`src/rtl/mem_ctrl.sv`:
```
// Byte-serial memory controller: arbitrates fetch and load/store requests onto an
// 8-bit RAM port and sequences 1/2/4-byte reads and writes one byte per cycle.
module mem_ctrl (
    input  logic        clk,
    input  logic        rst,
    input  logic        rdy,
    input  logic [31:0] pc_from_if,
    input  logic        ena_from_if,
    input  logic        drop_flag_from_if,
    output logic        ok_flag_to_if,
    output logic [31:0] inst_to_if,
    input  logic        ena_from_lsb,
    input  logic        wr_flag_from_lsb,
    input  logic [31:0] addr_from_lsb,
    input  logic [2:0]  size_from_lsb,
    input  logic [31:0] data_from_lsb,
    output logic        ok_flag_to_lsb,
    output logic [31:0] data_to_lsb,
    input  logic        rollback_flag_from_rob,
    input  logic        io_buffer_full,
    input  logic [7:0]  mem_din,
    output logic [7:0]  mem_dout,
    output logic [31:0] mem_a,
    output logic        mem_wr
);
    typedef enum logic [1:0] {IDLE, IF_READ, LS_READ, LS_WRITE} state_t;

    state_t      state_q, state_d;
    logic [2:0]  stage_q, stage_d;
    logic        if_pending_q, if_pending_d;
    logic        ls_pending_q, ls_pending_d;
    logic [31:0] if_pc_q, if_pc_d;
    logic        ls_wr_q, ls_wr_d;
    logic [31:0] ls_addr_q, ls_addr_d;
    logic [2:0]  ls_size_q, ls_size_d;
    logic [31:0] ls_data_q, ls_data_d;
    logic [2:0]  cur_size_q, cur_size_d;
    logic [23:0] cur_data_q, cur_data_d;
    logic [31:0] rbuf_q, rbuf_d;
    logic [31:0] mem_a_q, mem_a_d;
    logic [7:0]  mem_dout_q, mem_dout_d;
    logic        mem_wr_q, mem_wr_d;
    logic        ok_if_q, ok_if_d;
    logic        ok_lsb_q, ok_lsb_d;
    logic [31:0] inst_q, inst_d;
    logic [31:0] ldata_q, ldata_d;
    logic [4:0]  cap_sh;
    logic        io_block;
    logic        read_abort;

    always_comb begin
        state_d    = state_q;
        stage_d    = stage_q;
        cur_size_d = cur_size_q;
        cur_data_d = cur_data_q;
        rbuf_d     = rbuf_q;
        mem_a_d    = mem_a_q;
        mem_dout_d = mem_dout_q;
        mem_wr_d   = 1'b0;
        ok_if_d    = 1'b0;
        ok_lsb_d   = 1'b0;
        inst_d     = inst_q;
        ldata_d    = ldata_q;

        // A new pulse overwrites any un-started request; drop/rollback win over it.
        if_pc_d      = ena_from_if ? pc_from_if : if_pc_q;
        if_pending_d = (if_pending_q | ena_from_if) & ~drop_flag_from_if;
        ls_wr_d      = ena_from_lsb ? wr_flag_from_lsb : ls_wr_q;
        ls_addr_d    = ena_from_lsb ? addr_from_lsb : ls_addr_q;
        ls_size_d    = ena_from_lsb ? size_from_lsb : ls_size_q;
        ls_data_d    = ena_from_lsb ? data_from_lsb : ls_data_q;
        ls_pending_d = (ls_pending_q | ena_from_lsb) & ~(rollback_flag_from_rob & ~ls_wr_d);

        io_block   = ls_wr_d && (ls_addr_d[17:16] == 2'b11) && io_buffer_full;
        read_abort = (state_q == IF_READ) ? drop_flag_from_if : rollback_flag_from_rob;
        // Stage s (s>=1) sees byte s-1 on mem_din; stage 4 wraps to lane 3.
        cap_sh     = {stage_q[1:0] - 2'd1, 3'b000};

        case (state_q)
            IDLE: begin
                if (rdy) begin
                    if (ls_pending_d) begin
                        if (!io_block) begin
                            ls_pending_d = 1'b0;
                            cur_size_d   = ls_size_d;
                            mem_a_d      = ls_addr_d;
                            stage_d      = 3'd0;
                            rbuf_d       = 32'd0;
                            if (ls_wr_d) begin
                                mem_dout_d = ls_data_d[7:0];
                                cur_data_d = ls_data_d[31:8];
                                mem_wr_d   = 1'b1;
                                state_d    = LS_WRITE;
                            end else begin
                                state_d = LS_READ;
                            end
                        end
                    end else if (if_pending_d) begin
                        if_pending_d = 1'b0;
                        cur_size_d   = 3'd4;
                        mem_a_d      = if_pc_d;
                        stage_d      = 3'd0;
                        rbuf_d       = 32'd0;
                        state_d      = IF_READ;
                    end
                end
            end
            IF_READ, LS_READ: begin
                if (read_abort) begin
                    state_d = IDLE;
                    stage_d = 3'd0;
                end else begin
                    if (stage_q != 3'd0) begin
                        rbuf_d = rbuf_q | ({24'd0, mem_din} << cap_sh);
                    end
                    if (stage_q == cur_size_q) begin
                        state_d = IDLE;
                        stage_d = 3'd0;
                        if (state_q == IF_READ) begin
                            inst_d  = rbuf_d;
                            ok_if_d = 1'b1;
                        end else begin
                            ldata_d  = rbuf_d;
                            ok_lsb_d = 1'b1;
                        end
                    end else begin
                        stage_d = stage_q + 3'd1;
                        if (stage_q + 3'd1 < cur_size_q) begin
                            mem_a_d = mem_a_q + 32'd1;
                        end
                    end
                end
            end
            LS_WRITE: begin
                if (stage_q == cur_size_q - 3'd1) begin
                    state_d  = IDLE;
                    stage_d  = 3'd0;
                    ok_lsb_d = 1'b1;
                end else begin
                    stage_d    = stage_q + 3'd1;
                    mem_a_d    = mem_a_q + 32'd1;
                    mem_dout_d = cur_data_q[7:0];
                    cur_data_d = {8'd0, cur_data_q[23:8]};
                    mem_wr_d   = 1'b1;
                end
            end
            default: state_d = IDLE;
        endcase
    end

    always_ff @(posedge clk) begin
        if (rst) begin
            state_q      <= IDLE;
            stage_q      <= 3'd0;
            if_pending_q <= 1'b0;
            ls_pending_q <= 1'b0;
            mem_a_q      <= 32'd0;
            mem_dout_q   <= 8'd0;
            mem_wr_q     <= 1'b0;
            ok_if_q      <= 1'b0;
            ok_lsb_q     <= 1'b0;
            inst_q       <= 32'd0;
            ldata_q      <= 32'd0;
        end else begin
            state_q      <= state_d;
            stage_q      <= stage_d;
            if_pending_q <= if_pending_d;
            ls_pending_q <= ls_pending_d;
            mem_a_q      <= mem_a_d;
            mem_dout_q   <= mem_dout_d;
            mem_wr_q     <= mem_wr_d;
            ok_if_q      <= ok_if_d;
            ok_lsb_q     <= ok_lsb_d;
            inst_q       <= inst_d;
            ldata_q      <= ldata_d;
        end
    end

    // Request payloads and byte buffers are qualified by the control state.
    always_ff @(posedge clk) begin
        if_pc_q    <= if_pc_d;
        ls_wr_q    <= ls_wr_d;
        ls_addr_q  <= ls_addr_d;
        ls_size_q  <= ls_size_d;
        ls_data_q  <= ls_data_d;
        cur_size_q <= cur_size_d;
        cur_data_q <= cur_data_d;
        rbuf_q     <= rbuf_d;
    end

    assign ok_flag_to_if  = ok_if_q;
    assign inst_to_if     = inst_q;
    assign ok_flag_to_lsb = ok_lsb_q;
    assign data_to_lsb    = ldata_q;
    assign mem_a          = mem_a_q;
    assign mem_dout       = mem_dout_q;
    assign mem_wr         = mem_wr_q;
endmodule

```
`config.mk`:
```
export PLATFORM = sky130hd
export DESIGN_NAME = mem_ctrl
export DESIGN_NICKNAME = d
export VERILOG_FILES = /design/src/rtl/mem_ctrl.sv
export SDC_FILE = /design/constraint.sdc
export NUM_CORES = 1
export LEC_CHECK = 0
export CAP_MARGIN = 20
export CORE_UTILIZATION = 55
export DETAILED_ROUTE_END_ITERATION = 7
export PLACE_DENSITY = 0.84
export RECOVER_POWER = 100
export SLEW_MARGIN = 20
export SYNTH_ARGS = -nofsm -noshare
export SYNTH_HDL_FRONTEND = slang
export SYNTH_SLANG_ARGS = --single-unit
```
`constraint.sdc`:
```
create_clock -name clk -period 5.51 [get_ports clk]
set_clock_uncertainty 0.2 [all_clocks]
set_input_delay 1.102 -clock clk [delete_from_list [all_inputs] [get_ports clk]]
set_output_delay 1.102 -clock clk [all_outputs]
set_load 0.02 [all_outputs]
```
==> out/qor.yml, run 1 <==
status:
  outcome: "complete, but fails checks"
  violations: "max-capacitance violations, max-slew violations"
yosys:
  seq_area_frac_synth: 0.532
  async_flop_share: 0
  synth.distinct_cells: 66
  avgSynthCellArea_um2: 10.6
  synth_flop_cell: "dfxtp_1"
  syn-instance-count: 1073
  synth_edf_count: 59
  syn_area_mm2: 0.0114
  ys_ff_latch: 273
  yosys_warnings: 0
  synth_nets: 1200
cts:
  worstSkewPairLatency_ps: 540
  clockBufferDepth: 3
  cts_tree: "built"
  cts_root_buffer: "clkbuf_16"
  ctsResizeCount: 0
  cts_hold_buf: 0
  path_clk_slew_ps: 60
  numCtsBuffers: 28
  clock_sinks: 273
  h-tree-depth: 1
  cts_setup_buffers: 0
cells_and_area:
  syn2layout_area_growth_pct: 28.8
  drive_above_1_share: 0.126
  fill_cells: 1415
  multi_input_area_mm2: 0.00490
  final_cell_mix: "dfxtp_1 (214), nor2_1 (111), clkdlybuf4s50_1 (110), dlygate4sd3_1 (110), mux2_2 (89)"
  final-seq-area_mm2: 0.00606
  mostFrequentLayoutCell: "dfxtp_1"
  fin_nets: 1392
  utilization: 0.724
  fin_cells: 1558
  fin_area_mm2: 0.0147
timing:
  grt_setup_unrepaired: "false"
  finalSetupViolations: 0
  finalHoldViolCount: 0
  min_period_ps: 4290
  drv_slew: 120
  setup_ws_ps: 1220
  maxSlewHeadroom: -0.354
  fmax_mhz: 233
  setup_tns_ps: 0
  worst_pin_slew_ps: 2030
  fin_crit_sh: 0.778
floorplan:
  start_util: 0.562
  dieArea_mm2: 0.0213
  fp.coreArea_mm2: 0.0202
  ios: 223
  die_h_um: 146
  die_w_um: 146
  fp-row-count: 52
worst_setup_path:
  setup.worst_path.class: "primary input to flip-flop"
  cp-end-kind: "flip-flop"
  worstPathRequired_ps: 5800
  critPathMaxFanout: 36
  startpoint_type: "primary input"
  crit_arrival_ps: 4570
global_route:
  grt.overflow.total: 0
  grt_antenna_before_repair: 2
  grt_pass1_wl_um: 44700
  grt_pass1_vias: 8735
  grt.total_usage: 0.259
  grt_max_degree: 102
worst_hold_path:
  hp-class: "flip-flop to flip-flop"
drt:
  drtIter0Drc: 593
  ant_nets: 0
  wirelength_um: 27800
  vias: 8745
  dr.pass1.iters: 5
  wire_per_inst_um: 17.8
  drc: 0
  vias_per_cell: 5.61
pwr:
  cellLeakagePower_uw: 0.00571
  ir_worst_vdd_v: 0.000270
  power_density_mw_per_mm2: 354
flow_run:
  max_cap_violations: 4
place:
  preCtsSetupSlack_ps: 1610
  gp_congestion: 0.888
  dp_hpwl_um: 18500
  dp.cells: 1505
  dpl_cell_area_mm2: 0.0137
  port_buffers: 222
[per-stage QoR]
step / power (uW) / hold slack [ps]
2_1_floorplan: 2900 / 245
3_3_place_gp: 3210 / 252
3_5_place_dp: 3230 / 258
4_1_cts: 5230 / 275
5_1_grt: 5380 / 284
6_report: 5190 / 261
[path summary, 6_finish.rpt]
check / start / endpoint / slack, ps / cells past startpoint
max: wr_flag_from_lsb / mem_a[6] / 1220 / 8
min: ls_addr_q[4] / ls_addr_q[4] / 260 / 1
min reg2reg: ls_addr_q[4] / ls_addr_q[4] / 260 / 1
max reg2reg: state_q[1] / rbuf_q[25] / 1240 / 6
[sequential cells by signal, summed over array words and instances (netlist names), 2 cells and up]
name,count
ls_data_q,32
data_to_lsb,32
mem_a,32
cur_size_q,3
inst_to_if,32
rbuf_q,32
stage_q,3
mem_dout,8
if_pc_q,32
ls_addr_q,32
cur_data_q,24
ls_size_q,3
state_q,2
[worst max-delay path: stages]
cell	delay, ps
dlygate4sd3_1	550
mux2i_1	200
a21oi_4	210
clkbuf_1	1460
mux2i_1	370
mux2_2	380
a21oi_1	140
o21a_1	140
[synthesized netlist by cell type (4+ instances only)]
cell	instances	area, um^2
ha_1	11	138
nand2_1	61	229
or3_1	4	25.0
nand4_1	5	31.3
o31ai_1	4	30.0
a21oi_1	85	425
a211oi_1	67	503
mux2_2	117	1320
nand3_1	14	70.1
and2_1	23	144
dfxtp_1	214	4280
nor2_1	111	417
buf_4	5	37.5
clkbuf_1	34	128
and4_1	4	35.0
nor3_1	14	70.1
xor2_1	4	35.0
buf_2	26	130
a31oi_1	5	31.3
o21a_1	5	37.5
mux2i_1	30	300
edfxtp_1	59	1770
nor4_1	10	62.6
inv_1	23	86.3
o21ai_0	41	205
nor2b_1	33	206
and3_1	5	31.3
[per-layer routing]
layer | share of wire | routed length, um | GRT usage | vias up
li1 | - | - | - | 4236
met1 | 0.42 | 11700 | 0.333 | 4150
met2 | 0.49 | 13800 | 0.455 | 319
met3 | 0.066 | 1840 | 0.0423 | 38
met4 | 0.017 | 483 | 0.0621 | 2
met5 | 0.00047 | 13 | 0 | -
[area by class of cell]
cell class	instances	share of cell area
multi-input combinational	707	0.335
sequential	273	0.413
inverter	24	0.00615
clock buffer	38	0.0560
clock inverter	14	0.0118
timing repair buffer	231	0.155
tap	270	0.0231
antenna	1	0.000171
[logic make-up after synthesis]
group           synth area share
compound gates             0.133
xor+xnor                 0.00506
fa+ha+maj                 0.0121
buf+inv                   0.0359
flops                      0.532
mux                        0.143
simple gates               0.138
[power breakdown]
| part | switching, uW | total (uW) | internal (uW) |
|---|---|---|---|
| Sequential | 100 | 2350 | 2250 |
| Combinational | 463 | 823 | 360 |
| Clock | 784 | 2010 | 1230 |
Note: power is estimated with default switching activity, not from simulation.
==> run 2, diff against run 1 <==
--- a/config.mk
+++ b/config.mk
@@ -6,9 +6,9 @@
 export NUM_CORES = 1
 export LEC_CHECK = 0
 export CAP_MARGIN = 20
-export CORE_UTILIZATION = 55
+export CORE_UTILIZATION = 52
 export DETAILED_ROUTE_END_ITERATION = 7
-export PLACE_DENSITY = 0.84
+export PLACE_DENSITY = 0.8
 export RECOVER_POWER = 100
 export SLEW_MARGIN = 20
 export SYNTH_ARGS = -nofsm -noshare
==> constraint.sdc (replaced) <==
create_clock -name clk -period 4.3 [get_ports clk]
set_clock_uncertainty 0.2 [all_clocks]
set_input_delay 0.86 -clock clk [delete_from_list [all_inputs] [get_ports clk]]
set_output_delay 0.86 -clock clk [all_outputs]
set_load 0.02 [all_outputs]
==> run 2 against run 1 <==
Compared with the run above: the flow still finishes with violations (max-capacitance violations, max-slew violations); utilization decreased by 3.0 points; first-iteration DRC count decreased by 2.0%; sequential share of layout area decreased by 0.21 points; critical endpoint is now mem_a[31]; clock-buffer cell count increased by 3; largest power group unchanged; power increased by 30%; via count increased by 1.6%.
==> out/qor.yml, run 2 (synthesis gave the netlist of run 1 again) <==
flow_run:
  max_cap_violations: 1  # was 4
cells_and_area:
  drive_above_1_share: 0.111  # was 0.126
  antennaDiodeCount: 0  # was 1
  final_cell_mix: "dfxtp_1 (214), clkdlybuf4s50_1 (112), nor2_1 (111)"  # was dfxtp_1 (214), nor2_1 (111), clkdlybuf4s50_1 (110), dlygate4sd3_1 (110), mux2_2 (89)
  fin_nets: 1400  # was 1,392
  mostFrequentLayoutCell: "dfxtp_1"  # unchanged
  fin_cells: 1570  # was 1,558
  utilization: 0.694  # was 0.724
  syn2layout_area_growth_pct: 29.5  # was 28.8%
worst_setup_path:
  critPathMaxFanout: 11  # was 36
  rr_startpoint: "stage_q[0]"  # was state_q[1]
  cp-end-kind: "flip-flop"  # unchanged
  startpoint_type: "flip-flop"  # was primary input
  worstPathRequired_ps: 4520  # was 5800 ps
  startpoint: "stage_q[0]"  # was wr_flag_from_lsb
  crit_arrival_ps: 3810  # was 4570 ps
  setup.worst_path.class: "flip-flop to flip-flop"  # was primary input to flip-flop
place:
  dp.cells: 1518  # was 1,505
  dp_hpwl_um: 19600  # was 18,500 um
  port_buffers: 222  # unchanged
  gp_congestion: 0.871  # was 0.888
timing:
  maxSlewHeadroom: -0.191  # was -0.354
  finalHoldViolCount: 0  # unchanged
  worst_pin_slew_ps: 1790  # was 2030 ps
  min_period_ps: 3580
  fmax_mhz: 279
  timing.hold.ws_ps: 258  # was 261 ps
  finalSetupViolations: 0  # unchanged
  fin_crit_sh: 0.834
  drv_slew: 32  # was 120
  setup_tns_ps: 0  # unchanged
  grt_setup_unrepaired: "false"  # unchanged
status:
  violations: "max-capacitance violations, max-slew violations"  # unchanged
  outcome: "complete, but fails checks"  # unchanged
pwr:
  switchingPower_uw: 1730  # was 1350 uW
  pwr-share-comb: 0.158  # was 0.159
  swShare: 0.257  # was 0.260
  finalPower_uw: 6740  # was 5190 uW
  internal_power_uw: 5010  # was 3840 uW
  ir_worst_vdd_v: 0.000270  # about the same
  cellLeakagePower_uw: 0.00575  # was 0.00571 uW
  power_frac_clock: 0.394  # was 0.388
  seqPwrFrac: 0.447  # was 0.453
  power_density_mw_per_mm2: 458  # was 354 mW/mm^2
global_route:
  grt_pass1_vias: 8713  # was 8,735
  grt_pass1_wl_um: 45100  # was 44,700 um
  grt_max_degree: 76  # was 102
  grt.overflow.total: 0  # unchanged
  grt_antenna_before_repair: 0  # was 2
  grt.total_usage: 0.254  # was 0.259
floorplan:
  start_util: 0.536  # was 0.562
  ios: 223  # unchanged
  fp.coreArea_mm2: 0.0212  # was 0.0202 mm^2
  dieArea_mm2: 0.0225  # was 0.0213 mm^2
  fp-row-count: 53  # was 52
  die_h_um: 150  # was 146 um
  die_w_um: 150  # was 146 um
drt:
  routedLengthMet1_um: 12100  # was 11,700 um
  drtIter0Drc: 581  # was 593
  dr_wl_met3_um: 1790  # was 1840 um
  wirelength_um: 28500  # was 27,800 um
  vias: 8884  # was 8,745
  vias_per_cell: 5.66  # was 5.61
  wire_per_inst_um: 18.1  # was 17.8 um
  drc: 0  # unchanged
  ant_nets: 0  # unchanged
  highest_layer: "met4"  # was met5
  dr_wl_met2_um: 13900  # was 13,800 um
  dr.pass1.iters: 5  # unchanged
worst_hold_path:
  hp-class: "flip-flop to flip-flop"  # unchanged
  hp-start: "ls_data_q[20]"  # was ls_addr_q[4]
cts:
  cts_hold_buf: 0  # unchanged
  numCtsBuffers: 28  # unchanged
  h-tree-depth: 1  # unchanged
  clock_sinks: 273  # unchanged
  clockBufferDepth: 3  # unchanged
  path_clk_slew_ps: 60  # about the same
  cts_tree: "built"  # unchanged
  ctsResizeCount: 0  # unchanged
  cts_root_buffer: "clkbuf_16"  # unchanged
  cts_setup_buffers: 0  # unchanged
  worstSkewPairLatency_ps: 540  # about the same
==> run 2: cell types whose count changed in the layout (fill, tap and decap cells not counted), moves of 3 or more <==
cell	change
and2_0	+5
and2_1	-5
buf_4	+3
clkbuf_1	+3
mux2_1	+23
mux2_2	-23
==> run 2: per-stage QoR <==
step / worst slack (ps) / cell area, um^2
final: 715 / 14700
after global routing: 468 / 14700
after CTS: 1110 / 14800
after detailed placement: 695 / 13800
after global placement: 813 / 13800
after floorplan: 1320 / 11400
==> run 2: layer usage <==
layer,track usage,vias up
met3,0.0378,50
li1,-,4258
met4,0.0773,0
met1,0.330,4243
met5,0,-
met2,0.434,333
==> run 2: final timing paths <==
path | end | slack [ps] | cells after the start
min | ls_data_q[20] | 260 | 1
min reg2reg | ls_data_q[20] | 260 | 1
max | mem_a[31] | 720 | 10
max reg2reg | mem_a[31] | 720 | 10
==> run 2: area by class of cell <==
class                           count  area, um^2
Fill cell                        1584        6490
Sequential cell                   273        6060
Multi-Input combinational cell    707        4890
Timing Repair Buffer              239        2310
Clock buffer                       41         846
Tap cell                          275         344
Clock inverter                     11         186
Inverter                           24        90.1
==> run 2: worst max-delay path, cell delays in order, from the launching register on <==
cell and delay [ps]:
dfxtp_1 460, inv_1 120, ha_1 380, ha_1 290, nor2b_1 130, o21a_1 170
o31ai_1 480, and3_1 490, clkbuf_1 420, nand2_1 90, a31o_2 260
==> run 2: power by group through the flow <==
stage | clock network [uW] | registers (uW) | logic, uW
after global routing | 2800 | 3040 | 1160
after global placement | 0 | 3060 | 1080
after detailed placement | 0 | 3070 | 1100
after CTS | 2690 | 3010 | 1110
after floorplan | 0 | 3100 | 623
final | 2660 | 3010 | 1070
==> run 3, diff against run 2 <==
--- a/config.mk
+++ b/config.mk
@@ -6,9 +6,9 @@
 export NUM_CORES = 1
 export LEC_CHECK = 0
 export CAP_MARGIN = 20
-export CORE_UTILIZATION = 52
+export CORE_UTILIZATION = 47
 export DETAILED_ROUTE_END_ITERATION = 7
-export PLACE_DENSITY = 0.8
+export PLACE_DENSITY = 0.77
 export RECOVER_POWER = 100
 export SLEW_MARGIN = 20
 export SYNTH_ARGS = -nofsm -noshare
==> constraint.sdc (replaced) <==
create_clock -name clk -period 3.1 [get_ports clk]
set_clock_uncertainty 0.2 [all_clocks]
set_input_delay 0.62 -clock clk [delete_from_list [all_inputs] [get_ports clk]]
set_output_delay 0.62 -clock clk [all_outputs]
set_load 0.02 [all_outputs]
==> run 3 against run 2 <==
Compared with the run above: the run now ends clean; register-to-register slack worse by 520 ps; clock-buffer cell count is 4 higher; non-clock buffer count is 9 higher; final cell count is 3.6% higher; clock power is 30% higher; via count is 1.4% lower; critical endpoint is now mem_a[17].
==> out/qor.yml, run 3 (synthesis gave the netlist of run 1 again) <==
cts:
  h-tree-depth: 1  # unchanged
  cts_tree: "built"  # unchanged
  ctsResizeCount: 0  # unchanged
  clock_sinks: 273  # unchanged
  clockBufferDepth: 3  # unchanged
  numCtsBuffers: 28  # unchanged
  cts_setup_buffers: 0  # unchanged
  cts_root_buffer: "clkbuf_16"  # unchanged
  path_clk_slew_ps: 60  # about the same
  worstSkewPairLatency_ps: 530  # was 540 ps
  cts_hold_buf: 0  # unchanged
cells_and_area:
  final-seq-area_mm2: 0.00606  # unchanged
  drive_above_1_share: 0.116  # was 0.111
  syn2layout_area_growth_pct: 30.8  # was 29.5%
  fin_cells: 1626  # was 1,570
  multi_input_area_mm2: 0.00492  # was 0.00489 mm^2
  fill_cells: 1900  # was 1,584
  final_cell_mix: "dfxtp_1 (214), clkdlybuf4s50_1 (112), nor2_1 (111)"  # unchanged
  fin_nets: 1409  # was 1,400
  mostFrequentLayoutCell: "dfxtp_1"  # unchanged
drt:
  ant_nets: 0  # unchanged
  dr.pass1.iters: 5  # unchanged
  drtIter0Drc: 424  # was 581
  drc: 0  # unchanged
  vias_per_cell: 5.39  # was 5.66
  wire_per_inst_um: 17.3  # was 18.1 um
  vias: 8758  # was 8,884
  wirelength_um: 28200  # was 28,500 um
global_route:
  grt_pass1_wl_um: 44500  # was 45,100 um
  grt.overflow.total: 0  # unchanged
  grt.total_usage: 0.227  # was 0.254
  grt_max_degree: 66  # was 76
  grt_pass1_vias: 8329  # was 8,713
  grt_antenna_before_repair: 4  # was 0
worst_setup_path:
  worstReg2RegEnd: "mem_a[17]"  # was mem_a[31]
  setup.worst_path.class: "flip-flop to flip-flop"  # unchanged
  crit_arrival_ps: 3160  # was 3810 ps
  ff2ff_setup_slack_ps: 190  # was 720 ps
  cp-end-kind: "flip-flop"  # unchanged
  critPathMaxFanout: 9  # was 11
  rr_worst_depth: 10  # unchanged
  slowest_delay_ps: 410  # was 490 ps
  startpoint_type: "flip-flop"  # unchanged
  path_common_cell: "ha_1"  # unchanged
  cp_slowest_cell: "and3_1"  # unchanged
  rr_startpoint: "stage_q[0]"  # unchanged
  worstPathRequired_ps: 3350  # was 4520 ps
  cp_cell_sequence: "inv_1 > ha_1 > ha_1 > nor2b_1 > o21a_1 > o31ai_4 > and3_1 > clkbuf_2 > a21oi_1 > nor3_1"  # was inv_1 > ha_1 > ha_1 > nor2b_1 > o21a_1 > o31ai_1 > and3_1 > clkbuf_1 > nand2_1 > a31o_2
floorplan:
  fp.coreArea_mm2: 0.0236  # was 0.0212 mm^2
  start_util: 0.482  # was 0.536
  die_h_um: 158  # was 150 um
  dieArea_mm2: 0.0248  # was 0.0225 mm^2
  die_w_um: 158  # was 150 um
  fp-row-count: 56  # was 53
  ios: 223  # unchanged
pwr:
  power_density_mw_per_mm2: 613  # was 458 mW/mm^2
  power_frac_clock: 0.378  # was 0.394
  switchingPower_uw: 2360  # was 1730 uW
  seqPwrFrac: 0.456  # was 0.447
  pwr-share-comb: 0.165  # was 0.158
  ir_worst_vdd_v: 0.000448  # was 0.000270 V
  internal_power_uw: 6760  # was 5010 uW
  swShare: 0.259  # was 0.257
  cellLeakagePower_uw: 0.00579  # was 0.00575 uW
timing:
  min_period_ps: 2910  # was 3580 ps
  drv_slew: 0  # was 32
  setup_tns_ps: 0  # unchanged
  worst_pin_slew_ps: 1460  # was 1790 ps
  fmax_mhz: 344  # was 279 MHz
  finalHoldViolCount: 0  # unchanged
  grt_setup_unrepaired: "false"  # unchanged
  fin_crit_sh: 0.939  # was 0.834
  finalSetupViolations: 0  # unchanged
  maxSlewHeadroom: 0.0257  # was -0.191
worst_hold_path:
  worstHoldEndpoint: "ls_data_q[13]"  # was ls_data_q[20]
  hp-class: "flip-flop to flip-flop"  # unchanged
  whs_path_depth: 1  # unchanged
  hp-start: "ls_data_q[13]"  # was ls_data_q[20]
place:
  port_buffers: 222  # unchanged
  dp.cells: 1571  # was 1,518
  gp_congestion: 0.912  # was 0.871
  dp_hpwl_um: 19900  # was 19,600 um
flow_run:
  max_cap_violations: 0  # was 1
status:
  outcome: "completed"  # was complete, but fails checks
==> run 3: area by class of cell <==
cell class	count	area share
flip-flops and latches	273	0.407
clock buffers	45	0.0590
multi-input cells	707	0.331
diodes	3	0.000505
repair buffers	248	0.164
inverters	24	0.00606
clock inverters	7	0.00597
well taps	319	0.0268
==> run 3: stage by stage <==
step / setup WS [ps] / cell area (um^2) / hold WS [ps] / power, uW / utilization
2_1_floorplan: 362 / 11400 / 245 / 5160 / -
3_3_place_gp: 224 / 14000 / 251 / 5770 / 0.591
3_5_place_dp: 181 / 14000 / 258 / 5810 / 0.591
4_1_cts: 252 / 14900 / 273 / 9240 / 0.632
5_1_grt: 57.7 / 14900 / 277 / 9500 / 0.630
6_report: 190 / 14900 / 252 / 9120 / 0.630
==> run 3: per-layer routing <==
metal | share of wire | GRT usage | vias to the layer above
met5 | 0.00046 | 0 | -
met4 | 0.034 | 0.0763 | 2
met3 | 0.066 | 0.0498 | 63
met2 | 0.47 | 0.383 | 284
met1 | 0.43 | 0.287 | 4128
li1 | - | - | 4281
==> run 3: power by group through the flow <==
stage	Clock (uW)	Combinational [uW]	Sequential, uW
2_1_floorplan	0	864	4300
3_3_place_gp	0	1540	4230
3_5_place_dp	0	1570	4240
4_1_cts	3490	1580	4170
5_1_grt	3660	1640	4200
6_report	3450	1510	4160
==> run 3: worst max path at each step <==
stage | startpoint | to | slack [ps] | cells past startpoint
6_report | stage_q[0] | mem_a[17] | 190 | 10
3_3_place_gp | rollback_flag_from_rob | mem_a[17] | 220 | 8
3_5_place_dp | rollback_flag_from_rob | mem_a[17] | 180 | 8
4_1_cts | stage_q[0] | mem_a[17] | 250 | 10
2_1_floorplan | ena_from_lsb | rbuf_q[0] | 360 | 5
5_1_grt | stage_q[0] | mem_a[14] | 60 | 10
==> run 3: worst max-delay path, delay by kind of cell, from the launching register on <==
kind	cells	cell delay [ps]
AOI/OAI and AO/OA	3	590
and+or+nand+nor	3	730
DFF	1	320
adders and majority gates	2	640
buffers and inverters	2	350
